### src/rtl/divider.sv
// Sequential restoring divider: one quotient bit per clock, n steps per division.
// Define DIVIDER_SIGNED_EN to add signed_op/overflow and two's-complement division.
`ifndef DEFAULT_WIDTH
`define DEFAULT_WIDTH 8
`endif

module divider #(
    parameter int unsigned n = `DEFAULT_WIDTH
) (
    input  logic         clk,
    input  logic         reset_n,
    input  logic         start,
    input  logic [n-1:0] dividend,
    input  logic [n-1:0] divisor,
`ifdef DIVIDER_SIGNED_EN
    input  logic         signed_op,
    output logic         overflow,
`endif
    output logic         busy,
    output logic         done,
    output logic [n-1:0] quotient,
    output logic [n-1:0] remainder,
    output logic         div_by_zero
);
    localparam int unsigned CW = $clog2(n) + 1;

    typedef enum logic [1:0] {IDLE, RUN, DONE} state_e;

    state_e        state_q, state_d;
    logic [CW-1:0] cnt_q, cnt_d;
    logic [n-1:0]  acc_q, acc_d;
    logic [n-1:0]  sh_q, sh_d;
    logic [n-1:0]  dvs_q, dvs_d;
    logic [n-1:0]  quo_q, quo_d;
    logic [n-1:0]  rem_q, rem_d;
    logic          dbz_q, dbz_d;
    logic          busy_q, busy_d;
    logic          done_q, done_d;

    logic [n:0]    trial;
    logic [n:0]    diff;
    logic          borrow;
    logic [n-1:0]  q_step, r_step;
    logic [n-1:0]  q_fin, r_fin;
    logic [n-1:0]  a_mag, b_mag;

    // Partial remainder stays below the divisor, so the (n+1)-bit difference
    // never wraps and its sign bit is the borrow.
    assign trial  = {acc_q, sh_q[n-1]};
    assign diff   = trial - {1'b0, dvs_q};
    assign borrow = diff[n];
    assign r_step = borrow ? trial[n-1:0] : diff[n-1:0];
    assign q_step = {sh_q[n-2:0], ~borrow};

`ifdef DIVIDER_SIGNED_EN
    logic qneg_q, qneg_d, rneg_q, rneg_d;
    logic ovp_q, ovp_d, ovf_q, ovf_d;
    logic a_neg, b_neg;

    assign a_neg = signed_op & dividend[n-1];
    assign b_neg = signed_op & divisor[n-1];
    assign a_mag = a_neg ? -dividend : dividend;
    assign b_mag = b_neg ? -divisor : divisor;
    assign q_fin = qneg_q ? -q_step : q_step;
    assign r_fin = rneg_q ? -r_step : r_step;
    assign overflow = ovf_q;
`else
    assign a_mag = dividend;
    assign b_mag = divisor;
    assign q_fin = q_step;
    assign r_fin = r_step;
`endif

    always_ff @(posedge clk or negedge reset_n) begin
        if (!reset_n) begin
            state_q <= IDLE;
            cnt_q   <= '0;
            acc_q   <= '0;
            sh_q    <= '0;
            dvs_q   <= '0;
            quo_q   <= '0;
            rem_q   <= '0;
            dbz_q   <= 1'b0;
            busy_q  <= 1'b0;
            done_q  <= 1'b0;
`ifdef DIVIDER_SIGNED_EN
            qneg_q  <= 1'b0;
            rneg_q  <= 1'b0;
            ovp_q   <= 1'b0;
            ovf_q   <= 1'b0;
`endif
        end else begin
            state_q <= state_d;
            cnt_q   <= cnt_d;
            acc_q   <= acc_d;
            sh_q    <= sh_d;
            dvs_q   <= dvs_d;
            quo_q   <= quo_d;
            rem_q   <= rem_d;
            dbz_q   <= dbz_d;
            busy_q  <= busy_d;
            done_q  <= done_d;
`ifdef DIVIDER_SIGNED_EN
            qneg_q  <= qneg_d;
            rneg_q  <= rneg_d;
            ovp_q   <= ovp_d;
            ovf_q   <= ovf_d;
`endif
        end
    end

    always_comb begin
        state_d = state_q;
        cnt_d   = cnt_q;
        acc_d   = acc_q;
        sh_d    = sh_q;
        dvs_d   = dvs_q;
        quo_d   = quo_q;
        rem_d   = rem_q;
        dbz_d   = dbz_q;
`ifdef DIVIDER_SIGNED_EN
        qneg_d  = qneg_q;
        rneg_d  = rneg_q;
        ovp_d   = ovp_q;
        ovf_d   = ovf_q;
`endif
        case (state_q)
            IDLE: begin
                if (start) begin
                    if (divisor == '0) begin
                        state_d = DONE;
                        quo_d   = '1;
                        rem_d   = dividend;
                        dbz_d   = 1'b1;
`ifdef DIVIDER_SIGNED_EN
                        ovf_d   = 1'b0;
`endif
                    end else begin
                        state_d = RUN;
                        cnt_d   = '0;
                        acc_d   = '0;
                        sh_d    = a_mag;
                        dvs_d   = b_mag;
`ifdef DIVIDER_SIGNED_EN
                        qneg_d  = a_neg ^ b_neg;
                        rneg_d  = a_neg;
                        ovp_d   = signed_op && (dividend == {1'b1, {(n-1){1'b0}}})
                                  && (divisor == '1);
`endif
                    end
                end
            end
            RUN: begin
                acc_d = r_step;
                sh_d  = q_step;
                cnt_d = cnt_q + CW'(1);
                if (cnt_q == CW'(n - 1)) begin
                    state_d = DONE;
                    quo_d   = q_fin;
                    rem_d   = r_fin;
                    dbz_d   = 1'b0;
`ifdef DIVIDER_SIGNED_EN
                    ovf_d   = ovp_q;
`endif
                end
            end
            DONE:    state_d = IDLE;
            default: state_d = IDLE;
        endcase
        busy_d = (state_d != IDLE);
        done_d = (state_d == DONE);
    end

    assign busy        = busy_q;
    assign done        = done_q;
    assign quotient    = quo_q;
    assign remainder   = rem_q;
    assign div_by_zero = dbz_q;

endmodule

### config.mk
export PLATFORM = sky130hd
export DESIGN_NAME = divider
export DESIGN_NICKNAME = d
export VERILOG_FILES = /design/src/rtl/divider.sv
export SDC_FILE = /design/constraint.sdc
export NUM_CORES = 1
export LEC_CHECK = 0
export BUFFER_PORTS_ARGS = -buffer_cell sky130_fd_sc_hd__buf_2
export CAP_MARGIN = 20
export CORE_MARGIN = 2
export CORE_UTILIZATION = 55
export CTS_CLUSTER_DIAMETER = 50
export DETAILED_ROUTE_END_ITERATION = 12
export MAX_ROUTING_LAYER = met4
export PLACE_DENSITY = 0.77
export SYNTH_ARGS = -nofsm -noshare
export SYNTH_HDL_FRONTEND = slang
export SYNTH_SLANG_ARGS = --single-unit
### constraint.sdc
create_clock -name clk -period 3.2 [get_ports clk]
set_input_delay 0.64 -clock clk [delete_from_list [all_inputs] [get_ports clk]]
set_output_delay 0.64 -clock clk [all_outputs]
set_load 0.02 [all_outputs]
Yosys cells after proc, flatten, opt, wreduce, memory -nomap -nowiden
Index checks and enable logic that the tools add are counted.

cells by class
  add/subtract/negate cells = 2
  reduce and logical (&&, ||, !) cells = 7
  muxes and demuxes = 26
  eq/ne operators = 7
  bitwise logic cells = 2

operators with widths
  cell                   number
  $mux W8                11
  $pmux W8 S2            4
  $sub A9 B8 Y9          1
  $logic_not A8 Y1       1
  $mux W4                2
  $ne A2 B2 Y1 const B   4
  $pmux W4 S2            1
  $mux W2                3
  $reduce_and A3 Y1      2
  $add A4 B1 Y4 const B  1
  $eq A4 B3 Y1 const B   1
  $pmux W2 S2            1
  $reduce_and A4 Y1      1
  $reduce_bool A2 Y1     2
  $mux W1                3
  $eq A2 B1 Y1 const B   1
  $eq A2 B2 Y1 const B   1
  $logic_not A2 Y1       1
  $not A1 Y1             2
  $pmux W1 S2            1

word-level totals
  output and inout port bits = 19
  logic and storage cells = 54
  register bits after elaboration = 49
  input port bits = 19

Depth between registers and ports, before layout
Gate-level depths: netlist (run 1).

  depth in word-level cells = 5
  depth in mapped cells = 10
  depth with buffers taken out = 9

Worst setup path before layout (run 1)
No wires, ideal clock.

  path kind = flip-flop to flip-flop
  from = reg sh_q[7]
  to = reg rem_q[3] (netlist: remainder[3])
  data required time = 3.071 ns
  clock period less this slack = 2.434 ns
  library setup time = 0.129 ns
  path buffers = 1
  arrival time = 2.304 ns
  slack = 0.766 ns
  stages on the path, launching flop included = 11
  cell sequence = dfrtp_1 > inv_1 > ha_1 > inv_1 > fa_1 > a211oi_4 > o211ai_2 > a221oi_4 > buf_6 > mux2i_1 > o22ai_1

on the way
  word-level cells in the longest chain between the ends = 4

RTL lines
  element                 line  source
  start, declared         32    logic [n-1:0] sh_q, sh_d;
  start signal, assigned  79    sh_q <= '0;
  start signal, assigned  96    sh_q <= sh_d;
  $sub A9 B8 Y9           50    assign diff = trial - {1'b0, dvs_q};
  $mux W8                 52    assign r_step = borrow ? trial[n-1:0] : diff[n-1:0];
  $mux W8                 157   if (cnt_q == CW'(n - 1)) begin
  $pmux W8 S2             127   case (state_q)
  end signal, assigned    99    rem_q <= rem_d;
  end, declared           35    logic [n-1:0] rem_q, rem_d;

Every way passes these cells. The select of a mux whose other input is x is not followed.
A chain may end at the register's enable or synchronous reset.

Final worst setup path (run 1)
  from = reg sh_q[7]
  to = reg acc_q[0]

on the way
  word-level cells in the longest chain between the ends = 3

RTL lines
  element               line  source
  $sub A9 B8 Y9         50
  $mux W8 *             52
  $pmux W8 S2 *         127
  end signal, assigned  78    acc_q <= '0;
  end signal, assigned  95    acc_q <= acc_d;
  end, declared         31    logic [n-1:0] acc_q, acc_d;

Every way passes the cells marked *; elsewhere a longest branch is shown, timed or not.

==> results of run 1 <==
## layout by cell type (no fill, tap or decap), types with 4 or more instances in the layout
master	synthesis	final
dfrtp_1	49	49
a211oi_1	4	4
buf_4	1	6
nor2_1	31	31
inv_1	14	14
nor3_1	5	5
ha_1	9	9
mux2i_1	9	9
buf_2	1	37
a21oi_1	27	27
o21ai_0	18	18
nand2_1	22	22
clkbuf_8	1	6
## final cells by class
type	instances	area [µm²]	share of cell area, %
Multi-Input combinational cell	187	1210	41.4
Sequential cell	49	1230	42.0
Tap cell	52	65.1	2.23
Inverter	14	52.6	1.80
Timing Repair Buffer	44	250	8.58
Clock inverter	1	30.0	1.03
Clock buffer	7	86.3	2.96
## metal layers
layer | up-vias | track usage (%) | share of wire (%)
li1 | 1005 | - | -
met1 | 977 | 31.1 | 45
met2 | 42 | 34.8 | 49
met4 | 0 | 6.71 | 1.4
met5 | - | - | 0
met3 | 7 | 4.44 | 4.1
## registers in the layout (all words and copies together) (netlist names)
signal       count
done             1
dvs_q            8
state_q          2
cnt_q            4
busy             1
div_by_zero      1
sh_q             8
acc_q            8
remainder        8
quotient         8
## cells in the mapped netlist (4+ instances only)
cell type,count
nor2_1,31
dfrtp_1,49
ha_1,9
nand2_1,22
inv_1,14
o21ai_0,18
a21oi_1,27
nor3_1,5
clkbuf_1,6
mux2i_1,9
a211oi_1,4
## worst max-delay path, stage by stage, from the launching register on
cell,delay (ns)
dfrtp_1,0.36
inv_1,0.09
ha_1,0.19
inv_1,0.07
fa_1,0.43
a211oi_4,0.32
o211ai_2,0.15
a221oi_4,0.51
mux2_2,0.40
o21ai_0,0.16
## logic make-up (layout without fill, tap and decap cells)
logic type                 count (synthesis)  after routing  share of synthesized area (%)
AOI/OAI and AO/OA                         81             81                           20.8
xor gates and xnor gates                   4              4                           1.36
adders and majority gates                 10             10                           5.17
muxes                                     12             12                           4.82
buffers and inverters                     26             66                           5.21
DFF                                       49             49                           47.8
and+or+nand+nor                           80             80                           14.9
## stage by stage
step,hold WS (ns),power (mW),utilization [%]
3_5_place_dp,0.468,3.19,63.0
2_1_floorplan,0.344,2.74,-
5_1_grt,0.178,3.96,66.1
6_report,0.174,3.66,66.1
4_1_cts,0.494,3.66,65.6
3_3_place_gp,0.459,3.16,63.0
## power breakdown
group,switching [mW],leakage (nW),internal [mW]
clock,0.194,0.0585,0.255
sequential,0.181,0.573,0.911
combinational,1.22,0.727,0.889
total,1.60,1.36,2.06
## path summary, 6_finish.rpt
path | from | to | depth (start not counted) | slack, ns
worst max-delay path | sh_q[7] | acc_q[0] | 9 | 0.44
worst min-delay path | reset_n | quotient[6] | 1 | 0.17
worst max register to register | sh_q[7] | acc_q[0] | 9 | 0.44
worst min register to register | div_by_zero | div_by_zero | 1 | 0.49
max in group asynchronous | reset_n | acc_q[6] | 2 | 2.57
min in group clk | div_by_zero | div_by_zero | 1 | 0.49
==> results.yml, run 1 <==
timing:
  hold_viol: 0
  finalSetupTns_ns: 0
  fin_crit_sh_pct: 86.3
  setup_violations: 0
  fin_ws_ns: 0.437
  maxSlewHeadroom_pct: 52.7
  rsz0062_at_grt: "no"
  post-route-min-period_ns: 2.76
  worstMarginPinSlew_ns: 0.710
  skew_ns: 0.00746
  max_freq_mhz: 362
  slew_violations: 0
logic_synthesis:
  synth_top_area_share_pct: 47.8
  syn_nets: 291
  syn_area_per_cell_um2: 9.80
  synth_top_area_cell: "dfrtp_1"
  synth-edff-count: 0
  netlist_area_um2: 2570
  ys_ff_latch: 49
  yosysWarnings: 0
  synthArstFlopShare_pct: 100
  synthCells: 262
  ys_top_cells_by_area: "dfrtp_1, a21oi_1, nor2_1"
  synthFlopType: "dfrtp_1"
  synth_seq_area_share_pct: 47.8
  ys_types: 53
floorplan:
  io_pins: 38
  dieWidth_um: 72.3
  dieArea_um2: 5230
  core.rowCount: 24
  dieHeight_um: 72.3
  initial_core_util_pct: 58.2
  core_um2: 4410
setup_path:
  crit_fanout: 8
  cp-end-kind: "flip-flop"
  worstPathRequired_ns: 3.42
  path_class: "reg2reg"
  arrival_ns: 2.98
  startpoint_type: "flip-flop"
placed_design:
  port_buffers: 37
  dpl_cell_area_um2: 2780
  pre_cts_slack_ns: 0.460
  globalplace.congestion: 0.904
  place_inst: 345
  dp_hpwl_um: 3950
clock_network:
  cts_made_buffers: 5
  cts_root_buf: "clkbuf_8"
  ctsLongestPathBuffers: 2
  h-tree-depth: 2
  clk_pin_slew_ns: 0.09
  clk_latency_ns: 0.30
  cts_sinks: 49
  cts_repair_resize_count: 0
  cts_setup_buffers: 0
  holdBufCountCts: 0
  cts_tree: "done"
hold_path:
  hold_class: "in2async"
detailed_routing:
  vias: 2031
  first_iter_violations: 126
  dr.pass1.iters: 4
  route.final.wire_length_um: 5400
  wl_per_cell_um: 15.3
  drtAntennaViolNets: 0
  drc_errors: 0
  viasPerCell: 5.74
layout:
  finalNetCount: 330
  drive_gt1_share_pct: 21.5
  stdcell_area_um2: 2920
  syn_to_final_growth_pct: 13.6
  n_fill_cell: 363
  diodes: 0
  instances_no_fill: 354
outcome:
  run_status: "finished, final reports clean"
global_routing:
  antenna_found_initial: 0
  grt_use_total_pct: 22.7
  grt-ovfl-total: 0
  grt_max_degree: 50
  grt_pass1_wl_um: 8860
  grt_pass1_vias: 1877
power_and_ir_drop:
  irDropWorstVdd_mv: 0.582
  p_per_area_nw_per_um2: 1250
  p_leak_nw: 1.36
job:
  maxCapViolCount: 0
Note: power is estimated with default switching activity, not from simulation.
==> run 2: changes to the inputs <==
==> constraint.sdc (replaced) <==
create_clock -name clk -period 3.2 [get_ports clk]
set_input_delay 0.16 -clock clk [delete_from_list [all_inputs] [get_ports clk]]
set_output_delay 0.16 -clock clk [all_outputs]
set_load 0.02 [all_outputs]
==> results.yml, run 2 (same netlist as run 1, synthesis figures left out) <==
timing:
  hold_viol: 0
  fin_ws_ns: 0.467
  max_freq_mhz: 366
  slew_violations: 0
  setup_violations: 0
  finalSetupTns_ns: 0
  worstMarginPinSlew_ns: 0.804
  post-route-min-period_ns: 2.73
  maxSlewHeadroom_pct: 46.2
  fin_crit_sh_pct: 85.4
  skew_ns: 0.00395
  rsz0062_at_grt: "no"
hold_path:
  holdPathStages: 3
  hold-path-endpoint: "dvs_q[1]"
  hold_path_startpoint: "divisor[1]"
  hold_class: "in2reg"
setup_path:
  reg2reg_slack_ns: 0.47
  r2r-end: "remainder[2]"
  arrival_ns: 2.96
  worstReg2RegStart: "sh_q[7]"
  startpoint_type: "flip-flop"
  crit_fanout: 7
  worstPathRequired_ns: 3.43
  r2r.worst_path.cells: 9
  path_class: "reg2reg"
  cp-end-kind: "flip-flop"
global_routing:
  use_met1_pct: 32.4
  top_usage_layer: "met2"
  grt-ovfl-total: 0
  antenna_found_initial: 0
  grt_use_total_pct: 23.8
  grt_max_degree: 50
  met2_usage_pct: 35.8
  use_met3_pct: 4.72
  grt_pass1_wl_um: 9340
  grt_pass1_vias: 1985
layout:
  finalNetCount: 330
  syn_to_final_growth_pct: 13.7
  drive_gt1_share_pct: 21.2
  n_fill_cell: 369
  mostFrequentLayoutCells: "dfrtp_1, buf_2, nor2_1, a21oi_1, nand2_1"
  mostFrequentLayoutCell: "dfrtp_1"
  multi_input_area_um2: 1210
  instances_no_fill: 354
  ff_latch_area_um2: 1230
  diodes: 0
placed_design:
  port_buffers: 37
  globalplace.congestion: 0.857
  pre_cts_slack_ns: 0.484
  place_inst: 344
  dp_hpwl_um: 4070
detailed_routing:
  drtAntennaViolNets: 0
  first_iter_violations: 168
  wl_per_cell_um: 15.5
  viasPerCell: 5.73
  drc_errors: 0
  vias: 2030
  dr.pass1.iters: 4
  route.final.wire_length_um: 5490
clock_network:
  cts_tree: "done"
  cts_setup_buffers: 0
  clk_latency_ns: 0.30
  clk_pin_slew_ns: 0.09
  cts_repair_resize_count: 0
  ctsLongestPathBuffers: 2
  cts_root_buf: "clkbuf_8"
  cts_made_buffers: 5
  holdBufCountCts: 0
  h-tree-depth: 2
  cts_sinks: 49
floorplan:
  dieHeight_um: 72.3
  core.rowCount: 24
  initial_core_util_pct: 58.2
  core_um2: 4410
  dieWidth_um: 72.3
  dieArea_um2: 5230
  io_pins: 38
power_and_ir_drop:
  p_leak_nw: 1.36
  p_per_area_nw_per_um2: 1250
  irDropWorstVdd_mv: 0.589
job:
  maxCapViolCount: 0
outcome:
  run_status: "finished, final reports clean"
run 2: cell types whose count changed in the layout (fill, tap and decap cells not counted), sizes merged:
cell         previous run  this run
buf                    44        43
dlygate4sd3             0         1
run 2: stage by stage:
step | total power, mW | utilization [%] | hold WS, ns | cell area, µm²
2_1_floorplan | 2.74 | - | -0.136 | 2570
3_3_place_gp | 3.15 | 62.8 | 0.379 | 2770
3_5_place_dp | 3.19 | 62.8 | 0.389 | 2770
4_1_cts | 3.66 | 65.5 | 0.0734 | 2890
5_1_grt | 3.97 | 66.2 | 0.0800 | 2920
6_report | 3.66 | 66.2 | 0.0766 | 2920
run 2: routing by layer:
layer | part of all wire [%] | wire length [µm] | vias to the layer above
met5 | 0 | 0 | -
met4 | 1.2 | 65 | 0
met3 | 4.0 | 222 | 5
met2 | 48 | 2620 | 42
met1 | 47 | 2580 | 976
li1 | - | - | 1007
run 2: final cells by class:
| type | count | share of cell area [%] |
|---|---|---|
| Clock buffer | 7 | 2.96 |
| Clock inverter | 1 | 1.03 |
| Inverter | 14 | 1.80 |
| Multi-Input combinational cell | 187 | 41.3 |
| Sequential cell | 49 | 42.0 |
| Tap cell | 52 | 2.23 |
| Timing Repair Buffer | 44 | 8.65 |
run 2: report_power, final:
group / internal, mW / leakage (nW) / total (mW) / switching [mW]
logic: 0.884 / 0.726 / 2.10 / 1.22
clock network: 0.255 / 0.0585 / 0.459 / 0.204
registers: 0.911 / 0.573 / 1.09 / 0.183
run 2: how the worst max path moves through the flow:
stage,from,cells after the start,end
global route,sh_q[7],9,remainder[2]
finish,sh_q[7],9,remainder[2]
global placement,sh_q[7],9,remainder[2]
floorplan,sh_q[7],10,remainder[3]
CTS,sh_q[7],9,remainder[2]
detailed placement,sh_q[7],9,remainder[2]
run 2: critical path: stages, from the launching register on:
cell,delay (ns)
dfrtp_1,0.37
inv_1,0.09
ha_1,0.18
inv_1,0.07
fa_1,0.43
a211oi_4,0.31
o211ai_2,0.15
a221oi_4,0.47
mux2_2,0.40
a31oi_1,0.17
==> run 3: changes to the inputs <==
- HOLD_SLACK_MARGIN: unset -> 0.1
==> results.yml, run 3 (same netlist as run 1, synthesis figures left out) <==
global_routing:
  grt_use_total_pct: 24.3
  grt-ovfl-total: 0
  grt_max_degree: 50
  grt_pass1_wl_um: 9510
  antenna_found_initial: 0
  grt_pass1_vias: 2025
detailed_routing:
  dr.pass1.iters: 4
  vias: 2081
  first_iter_violations: 149
  viasPerCell: 5.76
  route.final.wire_length_um: 5630
  drtAntennaViolNets: 0
  wl_per_cell_um: 15.6
  drc_errors: 0
setup_path:
  worstReg2RegStart: "sh_q[7]"
  crit_end: "remainder[2]"
  crit_fanout: 7
  cp_common_cell: "inv_1"
  path_buf_inv: 2
  cp_slowest_cell: "a221oi_4"
  r2r-end: "remainder[2]"
  startpoint_type: "flip-flop"
  path_depth: 9
  reg2reg_slack_ns: 0.46
  arrival_ns: 2.97
  worstPathRequired_ns: 3.43
  r2r.worst_path.cells: 9
  path_class: "reg2reg"
  cp-end-kind: "flip-flop"
  crit_family: "compound AO/OA/AOI/OAI gates"
  cp_cell_sequence: "inv_1 -> ha_1 -> inv_1 -> fa_1 -> a211oi_4 -> o211ai_2 -> a221oi_4 -> mux2_2 -> a31oi_1"
  critPathMaxStageDelay_ns: 0.47
  startpoint: "sh_q[7]"
placed_design:
  globalplace.congestion: 0.857
  place_inst: 344
  port_buffers: 37
  dp_hpwl_um: 4070
outcome:
  run_status: "finished, final reports clean"
layout:
  drive_gt1_share_pct: 20.7
  mostFrequentLayoutCells: "dfrtp_1, buf_2, nor2_1, a21oi_1, nand2_1"
  instances_no_fill: 361
  mostFrequentLayoutCell: "dfrtp_1"
  diodes: 0
  syn_to_final_growth_pct: 16.5
  finalNetCount: 337
timing:
  worstMarginPinSlew_ns: 0.829
  finalSetupTns_ns: 0
  setup_violations: 0
  max_freq_mhz: 365
  post-route-min-period_ns: 2.74
  skew_ns: 0.00550
  fin_hold_ws_ns: 0.105
  rsz0062_at_grt: "no"
  hold_viol: 0
  fin_crit_sh_pct: 85.6
  slew_violations: 0
  maxSlewHeadroom_pct: 44.5
clock_network:
  cts_sinks: 49
  clk_pin_slew_ns: 0.09
  cts_setup_buffers: 0
  cts_made_buffers: 5
  cts_root_buf: "clkbuf_8"
  h-tree-depth: 2
  ctsLongestPathBuffers: 2
  clk_latency_ns: 0.30
  cts_tree: "done"
  holdBufCountCts: 8
  cts_repair_resize_count: 0
power_and_ir_drop:
  irDropWorstVdd_mv: 0.589
  p_leak_nw: 1.39
  p_sw_share_pct: 43.9
  power_frac_comb_pct: 57.6
  p_switching_mw: 1.61
  p_per_area_nw_per_um2: 1230
  clkPwrFrac_pct: 12.5
  p_seq_share_pct: 29.8
  internal_power_mw: 2.06
floorplan:
  dieArea_um2: 5230
  dieWidth_um: 72.3
  initial_core_util_pct: 58.2
  io_pins: 38
  core_um2: 4410
  core.rowCount: 24
  dieHeight_um: 72.3
hold_path:
  hold_class: "in2reg"
job:
  maxCapViolCount: 0
==> run 3: metrics by stage <==
stage | worst slack, ns | util, % | power (mW) | instance area [µm²]
after global placement | 0.605 | 62.8 | 3.15 | 2770
after floorplan | 0.766 | - | 2.74 | 2570
after detailed placement | 0.484 | 62.8 | 3.19 | 2770
after CTS | 0.449 | 67.3 | 3.67 | 2970
final | 0.462 | 67.7 | 3.67 | 2990
after global routing | 0.271 | 67.7 | 3.98 | 2990
==> run 3: worst min path at each step <==
stage	from	endpoint	slack, ns	cells after the start
floorplan	reset_n	acc_q[0]	-0.14	0
global placement	divisor[1]	dvs_q[1]	0.38	3
detailed placement	divisor[2]	dvs_q[2]	0.39	3
CTS	divisor[3]	dvs_q[3]	0.10	3
global route	divisor[0]	dvs_q[0]	0.11	2
finish	divisor[3]	dvs_q[3]	0.10	3
==> run 3: layout make-up <==
| class | count | area, µm² |
|---|---|---|
| clock inverters | 1 | 30.0 |
| fillers | 357 | 1420 |
| multi-input cells | 187 | 1210 |
| inverters | 14 | 52.6 |
| clock buffers | 7 | 86.3 |
| repair buffers | 51 | 323 |
| well taps | 52 | 65.1 |
| flip-flops and latches | 49 | 1230 |
==> run 3: layer usage <==
metal / part of all wire [%] / vias up / GRT usage, %
met5: 0 / - / -
met3: 3.6 / 7 / 4.72
li1: - / 1023 / -
met1: 47 / 999 / 32.8
met2: 48 / 52 / 36.9
met4: 1.5 / 0 / 8.60
==> run 3: power groups by stage <==
stage	clock [mW]	sequential, mW	combinational, mW
after floorplan	0	1.18	1.56
after global placement	0	1.10	2.05
after detailed placement	0	1.10	2.09
after CTS	0.463	1.09	2.11
after global routing	0.485	1.13	2.37
final	0.460	1.10	2.11
==> run 3: worst register-to-register path, cell delays in order, from the launching register on <==
cell and delay [ns]:
dfrtp_1 0.37, inv_1 0.09, ha_1 0.19, inv_1 0.07, fa_1 0.43, a211oi_4 0.31, o211ai_2 0.15, a221oi_4 0.47
mux2_2 0.40, a31oi_1 0.18
